[src/rtl/hazard_ctrl_pkg.sv]
// hazard_ctrl_pkg: shared definitions for the RV32I hazard controller.
// The forwarding encodings and the x0 constant are used by the pipeline
// datapath as well, so they live here. Everything else that imports this
// package gets the same values.
package hazard_ctrl_pkg;

  localparam logic [1:0] FWD_RF = 2'b00;  // operand from the register file
  localparam logic [1:0] FWD_M  = 2'b01;  // operand from the M-stage result
  localparam logic [1:0] FWD_W  = 2'b10;  // operand from the W-stage result
  localparam logic [4:0] X0     = 5'd0;
  localparam int         NUM_OPS = 2;     // EX operands: rs1, rs2

  // The hazard case that wins this cycle, in priority order.
  typedef enum logic [2:0] {
    HZ_RESET,
    HZ_DSTALL,
    HZ_BRANCH,
    HZ_PEND,
    HZ_LUSE,
    HZ_IFETCH,
    HZ_NONE
  } hz_case_e;

  // Stage controls. Bubble order is F,D,E,M,W and flush order is D,E,M,W.
  typedef struct packed {
    logic [4:0] bubble;
    logic [3:0] flush;
  } stage_ctl_t;

endpackage

[src/rtl/hazard_ctrl_if.sv]
// hazard_ctrl_if: pipeline <-> hazard controller signal bundle.
//   master: pipeline side. It drives the stage register/operand info and
//           the memory handshakes, and it receives the stage controls,
//           the redirect, the forwarding selects and the counters.
//   slave : hazard controller side.
interface hazard_ctrl_if #(parameter int CNT_W = 32);
  logic [4:0]       rs1D, rs2D;
  logic             use_rs1D, use_rs2D;
  logic [4:0]       rs1E, rs2E;
  logic [4:0]       rdE, rdM, rdW;
  logic             reg_writeE, reg_writeM, reg_writeW;
  logic             mem_readE;
  logic             br_takenE;
  logic [31:0]      br_targetE;
  logic             imem_ready;
  logic             dmem_reqM, dmem_readyM;
  logic             bubbleF, bubbleD, bubbleE, bubbleM, bubbleW;
  logic             flushD, flushE, flushM, flushW;
  logic             pc_redirect;
  logic [31:0]      pc_redirect_target;
  logic [1:0]       fwd_aE, fwd_bE;
  logic [CNT_W-1:0] stall_cnt, redir_cnt;

  modport master (
    output rs1D, rs2D, use_rs1D, use_rs2D, rs1E, rs2E, rdE, rdM, rdW,
           reg_writeE, reg_writeM, reg_writeW, mem_readE, br_takenE,
           br_targetE, imem_ready, dmem_reqM, dmem_readyM,
    input  bubbleF, bubbleD, bubbleE, bubbleM, bubbleW,
           flushD, flushE, flushM, flushW, pc_redirect, pc_redirect_target,
           fwd_aE, fwd_bE, stall_cnt, redir_cnt
  );

  modport slave (
    input  rs1D, rs2D, use_rs1D, use_rs2D, rs1E, rs2E, rdE, rdM, rdW,
           reg_writeE, reg_writeM, reg_writeW, mem_readE, br_takenE,
           br_targetE, imem_ready, dmem_reqM, dmem_readyM,
    output bubbleF, bubbleD, bubbleE, bubbleM, bubbleW,
           flushD, flushE, flushM, flushW, pc_redirect, pc_redirect_target,
           fwd_aE, fwd_bE, stall_cnt, redir_cnt
  );
endinterface

[src/rtl/hazard_ctrl_fwd_unit.sv]
// fwd_unit: EX operand bypass select for one source register.
//   rsE               : source register of the instruction in E
//   rdM/rdW           : destinations in M and W
//   reg_writeM/W      : write enables in M and W
//   sel               : FWD_RF / FWD_M / FWD_W. M wins because it is younger.
module fwd_unit
  import hazard_ctrl_pkg::*;
(
  input  logic [4:0] rsE,
  input  logic [4:0] rdM,
  input  logic [4:0] rdW,
  input  logic       reg_writeM,
  input  logic       reg_writeW,
  output logic [1:0] sel
);
  always_comb begin
    sel = FWD_RF;
    if (reg_writeM && rdM != X0 && rdM == rsE)      sel = FWD_M;
    else if (reg_writeW && rdW != X0 && rdW == rsE) sel = FWD_W;
  end
endmodule

[src/rtl/hazard_ctrl.sv]
// hazard_ctrl: pipeline hazard controller for the 5-stage RV32I core.
//   clk, rst : clock; asynchronous active-high reset
//   hif      : slave side of hazard_ctrl_if. Its inputs are the stage register
//              indices and enables, the branch result and the memory
//              handshakes. Its outputs are the bubble/flush controls, the PC
//              redirect, the EX forwarding selects and the perf counters.
// The controls are combinational so that the stage registers act on the same
// edge. A taken branch that arrives while fetch is busy is parked in
// redir_pend/redir_pc until fetch can take it.
module hazard_ctrl
  import hazard_ctrl_pkg::*;
#(
  parameter int CNT_W = 32
) (
  input  logic         clk,
  input  logic         rst,
  hazard_ctrl_if.slave hif
);
  logic             dstall, luse;
  hz_case_e         hz;
  stage_ctl_t       ctl;
  logic             redirect;
  logic             set_pend, clr_pend;
  logic             redir_pend;
  logic [31:0]      redir_pc;
  logic [CNT_W-1:0] stall_cnt, redir_cnt;

  assign dstall = hif.dmem_reqM & ~hif.dmem_readyM;
  assign luse   = hif.mem_readE & hif.reg_writeE & (hif.rdE != X0) &
                  (((hif.rdE == hif.rs1D) & hif.use_rs1D) |
                   ((hif.rdE == hif.rs2D) & hif.use_rs2D));

  always_comb begin
    if (rst)                  hz = HZ_RESET;
    else if (dstall)          hz = HZ_DSTALL;
    else if (hif.br_takenE)   hz = HZ_BRANCH;
    else if (redir_pend)      hz = HZ_PEND;
    else if (luse)            hz = HZ_LUSE;
    else if (!hif.imem_ready) hz = HZ_IFETCH;
    else                      hz = HZ_NONE;
  end

  always_comb begin
    ctl      = '0;
    redirect = 1'b0;
    set_pend = 1'b0;
    clr_pend = 1'b0;
    unique case (hz)
      HZ_RESET:  ctl.flush = 4'b1111;
      // E is frozen, so a branch in E comes back when the wait releases.
      HZ_DSTALL: begin ctl.bubble = 5'b11110; ctl.flush = 4'b0001; end
      HZ_BRANCH: begin
        ctl.flush = 4'b1100;
        if (hif.imem_ready) redirect = 1'b1;
        else begin ctl.bubble = 5'b10000; set_pend = 1'b1; end
      end
      HZ_PEND: begin
        ctl.flush = 4'b1000;
        if (hif.imem_ready) begin redirect = 1'b1; clr_pend = 1'b1; end
        else ctl.bubble = 5'b10000;
      end
      HZ_LUSE:   begin ctl.bubble = 5'b11000; ctl.flush = 4'b0100; end
      HZ_IFETCH: begin ctl.bubble = 5'b10000; ctl.flush = 4'b1000; end
      default: ;
    endcase
  end

  assign {hif.bubbleF, hif.bubbleD, hif.bubbleE, hif.bubbleM, hif.bubbleW} = ctl.bubble;
  assign {hif.flushD, hif.flushE, hif.flushM, hif.flushW} = ctl.flush;
  assign hif.pc_redirect        = redirect;
  assign hif.pc_redirect_target = (hz == HZ_BRANCH) ? hif.br_targetE : redir_pc;

  // One forwarding unit per EX operand (index 0 = rs1, 1 = rs2).
  logic [NUM_OPS-1:0][4:0] rs_e;
  logic [NUM_OPS-1:0][1:0] fwd;
  assign rs_e = {hif.rs2E, hif.rs1E};

  for (genvar i = 0; i < NUM_OPS; i++) begin : g_fwd
    fwd_unit u_fwd (
      .rsE        (rs_e[i]),
      .rdM        (hif.rdM),
      .rdW        (hif.rdW),
      .reg_writeM (hif.reg_writeM),
      .reg_writeW (hif.reg_writeW),
      .sel        (fwd[i])
    );
  end

  assign hif.fwd_aE = fwd[0];
  assign hif.fwd_bE = fwd[1];

  always_ff @(posedge clk or posedge rst) begin
    if (rst) begin
      redir_pend <= 1'b0;
      redir_pc   <= '0;
      stall_cnt  <= '0;
      redir_cnt  <= '0;
    end else begin
      if (set_pend) begin
        redir_pend <= 1'b1;
        redir_pc   <= hif.br_targetE;
      end else if (clr_pend) begin
        redir_pend <= 1'b0;
      end
      if (ctl.bubble[4]) stall_cnt <= stall_cnt + 1'b1;
      if (redirect)      redir_cnt <= redir_cnt + 1'b1;
    end
  end

  assign hif.stall_cnt = stall_cnt;
  assign hif.redir_cnt = redir_cnt;
endmodule

[src/flat_wrapper.sv]
// flat-port wrapper written by rule: the top's interface ports become plain ports
module hazard_ctrl_flat import hazard_ctrl_pkg::*;
#(
  parameter int CNT_W = 32
)
  (clk, rst, hif_rs1D, hif_rs2D, hif_use_rs1D, hif_use_rs2D, hif_rs1E, hif_rs2E, hif_rdE, hif_rdM, hif_rdW, hif_reg_writeE, hif_reg_writeM, hif_reg_writeW, hif_mem_readE, hif_br_takenE, hif_br_targetE, hif_imem_ready, hif_dmem_reqM, hif_dmem_readyM, hif_bubbleF, hif_bubbleD, hif_bubbleE, hif_bubbleM, hif_bubbleW, hif_flushD, hif_flushE, hif_flushM, hif_flushW, hif_pc_redirect, hif_pc_redirect_target, hif_fwd_aE, hif_fwd_bE, hif_stall_cnt, hif_redir_cnt);
  hazard_ctrl_if #(.CNT_W(CNT_W)) hif_i ();
  input  logic clk;
  input  logic rst;
  input wire logic [$bits(hif_i.rs1D)-1:0] hif_rs1D;
  input wire logic [$bits(hif_i.rs2D)-1:0] hif_rs2D;
  input wire logic [$bits(hif_i.use_rs1D)-1:0] hif_use_rs1D;
  input wire logic [$bits(hif_i.use_rs2D)-1:0] hif_use_rs2D;
  input wire logic [$bits(hif_i.rs1E)-1:0] hif_rs1E;
  input wire logic [$bits(hif_i.rs2E)-1:0] hif_rs2E;
  input wire logic [$bits(hif_i.rdE)-1:0] hif_rdE;
  input wire logic [$bits(hif_i.rdM)-1:0] hif_rdM;
  input wire logic [$bits(hif_i.rdW)-1:0] hif_rdW;
  input wire logic [$bits(hif_i.reg_writeE)-1:0] hif_reg_writeE;
  input wire logic [$bits(hif_i.reg_writeM)-1:0] hif_reg_writeM;
  input wire logic [$bits(hif_i.reg_writeW)-1:0] hif_reg_writeW;
  input wire logic [$bits(hif_i.mem_readE)-1:0] hif_mem_readE;
  input wire logic [$bits(hif_i.br_takenE)-1:0] hif_br_takenE;
  input wire logic [$bits(hif_i.br_targetE)-1:0] hif_br_targetE;
  input wire logic [$bits(hif_i.imem_ready)-1:0] hif_imem_ready;
  input wire logic [$bits(hif_i.dmem_reqM)-1:0] hif_dmem_reqM;
  input wire logic [$bits(hif_i.dmem_readyM)-1:0] hif_dmem_readyM;
  output wire logic [$bits(hif_i.bubbleF)-1:0] hif_bubbleF;
  output wire logic [$bits(hif_i.bubbleD)-1:0] hif_bubbleD;
  output wire logic [$bits(hif_i.bubbleE)-1:0] hif_bubbleE;
  output wire logic [$bits(hif_i.bubbleM)-1:0] hif_bubbleM;
  output wire logic [$bits(hif_i.bubbleW)-1:0] hif_bubbleW;
  output wire logic [$bits(hif_i.flushD)-1:0] hif_flushD;
  output wire logic [$bits(hif_i.flushE)-1:0] hif_flushE;
  output wire logic [$bits(hif_i.flushM)-1:0] hif_flushM;
  output wire logic [$bits(hif_i.flushW)-1:0] hif_flushW;
  output wire logic [$bits(hif_i.pc_redirect)-1:0] hif_pc_redirect;
  output wire logic [$bits(hif_i.pc_redirect_target)-1:0] hif_pc_redirect_target;
  output wire logic [$bits(hif_i.fwd_aE)-1:0] hif_fwd_aE;
  output wire logic [$bits(hif_i.fwd_bE)-1:0] hif_fwd_bE;
  output wire logic [$bits(hif_i.stall_cnt)-1:0] hif_stall_cnt;
  output wire logic [$bits(hif_i.redir_cnt)-1:0] hif_redir_cnt;
  assign hif_i.rs1D = hif_rs1D;
  assign hif_i.rs2D = hif_rs2D;
  assign hif_i.use_rs1D = hif_use_rs1D;
  assign hif_i.use_rs2D = hif_use_rs2D;
  assign hif_i.rs1E = hif_rs1E;
  assign hif_i.rs2E = hif_rs2E;
  assign hif_i.rdE = hif_rdE;
  assign hif_i.rdM = hif_rdM;
  assign hif_i.rdW = hif_rdW;
  assign hif_i.reg_writeE = hif_reg_writeE;
  assign hif_i.reg_writeM = hif_reg_writeM;
  assign hif_i.reg_writeW = hif_reg_writeW;
  assign hif_i.mem_readE = hif_mem_readE;
  assign hif_i.br_takenE = hif_br_takenE;
  assign hif_i.br_targetE = hif_br_targetE;
  assign hif_i.imem_ready = hif_imem_ready;
  assign hif_i.dmem_reqM = hif_dmem_reqM;
  assign hif_i.dmem_readyM = hif_dmem_readyM;
  assign hif_bubbleF = hif_i.bubbleF;
  assign hif_bubbleD = hif_i.bubbleD;
  assign hif_bubbleE = hif_i.bubbleE;
  assign hif_bubbleM = hif_i.bubbleM;
  assign hif_bubbleW = hif_i.bubbleW;
  assign hif_flushD = hif_i.flushD;
  assign hif_flushE = hif_i.flushE;
  assign hif_flushM = hif_i.flushM;
  assign hif_flushW = hif_i.flushW;
  assign hif_pc_redirect = hif_i.pc_redirect;
  assign hif_pc_redirect_target = hif_i.pc_redirect_target;
  assign hif_fwd_aE = hif_i.fwd_aE;
  assign hif_fwd_bE = hif_i.fwd_bE;
  assign hif_stall_cnt = hif_i.stall_cnt;
  assign hif_redir_cnt = hif_i.redir_cnt;
  hazard_ctrl #(.CNT_W(CNT_W)) u_core (.clk(clk), .rst(rst), .hif(hif_i));
endmodule
[config.mk]
export PLATFORM = sky130hd
export DESIGN_NAME = hazard_ctrl_flat
export DESIGN_NICKNAME = d
export VERILOG_FILES = /design/src/rtl/hazard_ctrl_pkg.sv /design/src/rtl/hazard_ctrl_if.sv /design/src/rtl/hazard_ctrl_fwd_unit.sv /design/src/rtl/hazard_ctrl.sv /design/src/flat_wrapper.sv
export SDC_FILE = /design/constraint.sdc
export NUM_CORES = 1
export LEC_CHECK = 0
export CELL_PAD_IN_SITES_DETAIL_PLACEMENT = 1
export CELL_PAD_IN_SITES_GLOBAL_PLACEMENT = 1
export CORE_UTILIZATION = 37
export DETAILED_ROUTE_END_ITERATION = 8
export PLACE_DENSITY_LB_ADDON = 0.1
export SLEW_MARGIN = 15
export SYNTH_ARGS = -nofsm -noshare
export SYNTH_HDL_FRONTEND = slang
export SYNTH_SLANG_ARGS = --single-unit
[constraint.sdc]
create_clock -name clk -period 8.74 [get_ports clk]
set_clock_uncertainty 0.05 [all_clocks]
set_input_delay 1.311 -clock clk [delete_from_list [all_inputs] [get_ports clk]]
set_output_delay 1.311 -clock clk [all_outputs]
set_load 0.05 [all_outputs]
Yosys cells after proc, flatten, opt, wreduce, memory -nomap -nowiden
Index checks and enable logic that the tools add are counted.
- register bits: 97
- logic and storage cells: 59
- input port bits: 79
- output and inout bits: 110
- add/sub/neg operators: 2
- reduce and logical (&&, ||, !) cells: 13
- bitwise gates (word level): 8
- eq/ne operators: 11
- multiplexer cells: 21
- operators by type and width (kind ; count):
    adder 32 x 1 -> 32 bit, second input constant ; 2
    2-to-1 mux 32 bit ; 1
    equality test 5 bit ; 6
    case mux 4 bit (5 select lines) ; 1
    case mux 5 bit (4 select lines) ; 1
    2-to-1 mux 3 bit ; 5
    nonzero test 5 bit ; 3
    2-to-1 mux 2 bit ; 5
    2-to-1 mux 1 bit ; 7
    bitwise AND 1 bit ; 6
    equality test 3 x 2 -> 1 bit, second input constant ; 2
    equality test 3 bit, second input constant ; 2
    logical AND 1 bit ; 6
    2-to-1 mux 5 bit ; 1
    OR reduction 2 bit ; 2
    equality test 3 x 1 -> 1 bit, second input constant ; 1
    zero test 3 bit ; 1
    nonzero test 2 bit ; 1
    inverter 1 bit ; 1
    bitwise OR 1 bit ; 1

Logic depth before layout (Yosys ltp)
- word-level depth: 13
- depth in mapped cells: 8
- depth with buffers taken out: 7

Cells and area by module
A second synthesis with hierarchy kept.
- cell total of the unflattened synthesis: 443
- area total of the unflattened synthesis: 5063.6 µm²
- by module, submodules not included (module ; cells an instance ; times used ; area an instance (µm²) ; sequential area each (µm²)):
    hazard_ctrl ; 403 ; 1 ; 4760.8 ; 2427.3
    fwd_unit ; 20 ; 2 ; 151.4 ; 0.0

Worst setup path after synthesis
No wires, ideal clock.
- path kind: input to output
- start: input rst
- end: output hif_flushD
- stages on the path: 3
- required time: 7.379 ns
- setup slack: 2.369 ns
- arrival time: 5.010 ns
- buffers on the path: 1
- cell sequence: clkbuf_2 > inv_1 > o21ai_0
- cells in the longest elaborated chain, start to end: 4
- elaborated cells on any way between the ends: 9
- those cells by class: eq/ne: 5; mux: 2; reduce/logical: 2
- ends and longest elaborated chain (what ; RTL line ; source):
    start, declared ; flat_wrapper.sv:9 ; input logic rst;
    2-to-1 mux 3 bit (*) ; hazard_ctrl.sv:34 ; if (rst) hz = HZ_RESET;
    equality test 3 x 2 -> 1 bit / equality test 3 bit (equally long branches) ; hazard_ctrl.sv:48 ; unique case (hz)
    OR reduction 2 bit (no line) ; -- ;
    case mux 4 bit (5 select lines) (*) ; hazard_ctrl.sv:48 ;
    end, declared ; flat_wrapper.sv:33 ; output wire logic [$bits(hif_i.flushD)-1:0] hif_flushD;
Every way passes the cells marked *; elsewhere a longest branch is shown, timed or not.

Final worst setup path
- start: input rst
- end: output hif_pc_redirect_target[19]
- cells in the longest elaborated chain, start to end: 3
- ends and longest elaborated chain (what ; RTL line ; source):
    2-to-1 mux 3 bit ; hazard_ctrl.sv:34 ;
    equality test 3 x 2 -> 1 bit ; hazard_ctrl.sv:71 ; assign hif.pc_redirect_target = (hz == HZ_BRANCH) ? hif.br_targetE : redir_pc;
    2-to-1 mux 32 bit ; hazard_ctrl.sv:71 ;
    end, declared ; flat_wrapper.sv:38 ; output wire logic [$bits(hif_i.pc_redirect_target)-1:0] hif_pc_redirect_target;
No other way between the ends.

==> results.yml <==
outcome:
  status: "finished, final reports clean"
critical_path:
  end_kind: "primary output"
  reg2reg_slack_ns: 6.52
  cp-start-kind: "primary input"
  worstSetupPathType: "in2out"
  crit_top_cell: "clkdlybuf4s50_1"
  crit_cells: 6
  slowest_delay_ns: 0.72
  cp_max_fo: 47
  r2r_cells: 6
  crit_required_ns: 7.38
  crit_chain: "clkdlybuf4s50_1 > inv_4 > and3_1 > buf_4 > mux2_2 > clkdlybuf4s50_1"
  cp.arrival_ns: 4.37
  worst_path_max_delay_cell: "clkdlybuf4s50_1"
  path_delay_family: "buffers and inverters"
  cp.buffers_inverters: 4
layout:
  fillerInstances: 1412
  area_delta_synth_final_pct: 46.6
  nets: 707
  drive_gt1_frac: 0.152
  multi_input_area_sq_um: 2490
  seqCellArea_sq_um: 2430
  antenna-diode-count: 0
grt:
  grt_max_degree: 55
  track_usage: 0.212
  grt_overflow: 0
  grt_pass1_vias: 4364
  grt_first_pass_wirelength_mm: 23.5
  antenna_found_initial: 0
cts:
  cts-resized-gates: 0
  htree_levels: 3
  cts.path.max_buffers: 2
  cts-root-buf: "clkbuf_16"
  cts.reportedPaths.clkPinSlew_ns: 0.06
  postCtsHoldBufs: 0
  insertion_delay_ns: 0.34
  cts_tree: "yes"
  postCtsSetupBuffers: 0
  cts_sinks: 97
  cts_made_buffers: 9
route:
  wire_per_inst_um: 17.7
  drt_pass1_iterations: 4
  vias_per_cell: 4.96
  wl_mm: 14.3
  drc: 0
  vias: 4004
  drtAntennaViolNets: 0
  drt_iter0_drc: 128
floorplanning:
  coreArea_sq_um: 13300
  die_area_sq_um: 14100
  start_util: 0.380
  ios: 189
  die_x_um: 119
  rows: 42
  die_y_um: 119
pwr:
  sw_frac_of_total: 0.373
  switchingPower_w: 0.000594
  power.density_nw_per_um2: 215
  seqPwrFrac: 0.365
  share_comb_of_total_power: 0.370
  internal-power_w: 0.000999
  vdd_ir_drop_max_v: 0.000165
  p_leak_nw: 3.07
  pwr-share-clk: 0.265
place:
  gp_congestion: 0.799
  dp_hpwl_mm: 10.6
  port_buffers: 187
run:
  cap_violations: 0
sta:
  rsz0062_at_grt: "no"
  setup_viol: 0
  max_slew_margin: 0.458
  tns_ns: 0
  slew_violations: 0
  finalCriticalPeriod_ns: 5.73
  finalHoldViolations: 0
  fin_crit_sh: 0.656
  hold_ws_ns: 0.424
  tightest_slew_ns: 0.809
  timing.fmax_mhz: 174
synthesis:
  synth_flop_cell: "dfrtp_1"
  postSynthAreaPerCell_sq_um: 11.4
  synth_area_leaders: "dfrtp_1 (48%), mux2_2 (14%), xor2_1 (8.8%)"
  synthesis.area_sq_um: 5050
  syn_nets: 522
  synth-seq-cells: 97
  synth_edf_count: 0
  syn_inst: 441
  synth_area_leader_cell: "dfrtp_1"
  yosysWarnings: 0
  seq_area_frac_synth: 0.481
  synthArstFlopShare: 1.00
  synth_top_area_frac: 0.481
  ys_types: 39
min_path:
  hold_path.class: "reg2reg"
  whs_path_depth: 1
## routing by layer
layer,global-route usage,vias to the layer above,wire (um)
li1,-,1898,-
met1,0.267,1978,6390
met2,0.362,113,6990
met3,0.0445,15,725
met4,0.0696,0,191
met5,0,-,0
## cells in the final DEF, fill, tap and decap left out, types with 2 or more instances in the layout
master and count:
clkdlybuf4s50_1 187, and3_1 10, nand3_1 19, buf_4 4
ha_1 2, nor3_1 12, clkbuf_8 4, and2_1 7
nand2_1 30, nand4_1 10, and4_1 6, or4_1 4
a21oi_1 3, inv_1 8, nor2_1 16, xnor2_1 41
mux2_2 65, clkbuf_16 9, o21ai_0 6, dfrtp_1 97
xor2_1 51, or2_2 2, nor4_1 18
## state kept, by name, indices dropped and copies added (netlist names)
name,flops
u_core.hif.redir_cnt,32
u_core.hif.stall_cnt,32
u_core.redir_pc,32
u_core.redir_pend,1
## power by group through the flow
| stage | clock (W) | combinational [W] | sequential (W) |
|---|---|---|---|
| floorplan | 0 | 0.000268 | 0.000691 |
| global placement | 0 | 0.000580 | 0.000587 |
| detailed placement | 0 | 0.000592 | 0.000589 |
| CTS | 0.000430 | 0.000596 | 0.000582 |
| global route | 0.000446 | 0.000621 | 0.000591 |
| finish | 0.000422 | 0.000590 | 0.000582 |
## path summary, 6_finish.rpt
check	to	start
max	hif_pc_redirect_target[19]	rst
min	u_core.hif.stall_cnt[31]	u_core.hif.stall_cnt[31]
max reg2reg	u_core.hif.redir_cnt[22]	u_core.redir_pend
min reg2reg	u_core.hif.stall_cnt[31]	u_core.hif.stall_cnt[31]
max in group asynchronous	u_core.redir_pend	rst
min in group asynchronous	u_core.redir_pc[26]	rst
## synth_stat cells, types with 2 or more instances
cell type,n
dfrtp_1,97
mux2_2,65
xor2_1,51
xnor2_1,41
nand2_1,30
nand3_1,19
nor4_1,18
nor2_1,16
nor3_1,12
and3_1,10
nand4_1,10
inv_1,9
and2_1,7
and4_1,6
clkbuf_1,6
o21ai_0,6
buf_2,5
or4_1,4
a21oi_1,3
buf_6,3
buf_4,2
ha_1,2
nor2b_1,2
or2_2,2
## through the flow
stage	area (sq um)	setup slack, ns	utilization	cells	total power [W]
after global routing	7400	2.80	0.557	807	0.00166
after detailed placement	7070	2.96	0.532	791	0.00118
final	7400	3.01	0.557	807	0.00159
after floorplan	5050	2.37	-	441	0.000959
after CTS	7400	2.94	0.557	807	0.00161
after global placement	7070	3.13	0.532	791	0.00117
## final cells by class
cell class | instances | area share
tap | 176 | 0.0298
inverter | 9 | 0.00490
clock inverter | 3 | 0.00626
sequential | 97 | 0.328
multi-input combinational | 318 | 0.336
clock buffer | 13 | 0.0379
timing repair buffer | 191 | 0.257
## cell families (layout without fill, tap and decap cells)
logic type / count (synthesis) / count (layout) / share of synthesized area
other: 1 / 1 / 0.000743
adders and majority gates: 2 / 2 / 0.00496
xor gates and xnor gates: 92 / 92 / 0.160
and+or+nand+nor: 144 / 144 / 0.160
muxes: 66 / 66 / 0.147
DFF: 97 / 97 / 0.481
buffers and inverters: 26 / 216 / 0.0268
AOI/OAI and AO/OA: 13 / 13 / 0.0203
No activity file was read; power rests on OpenSTA's default activity.
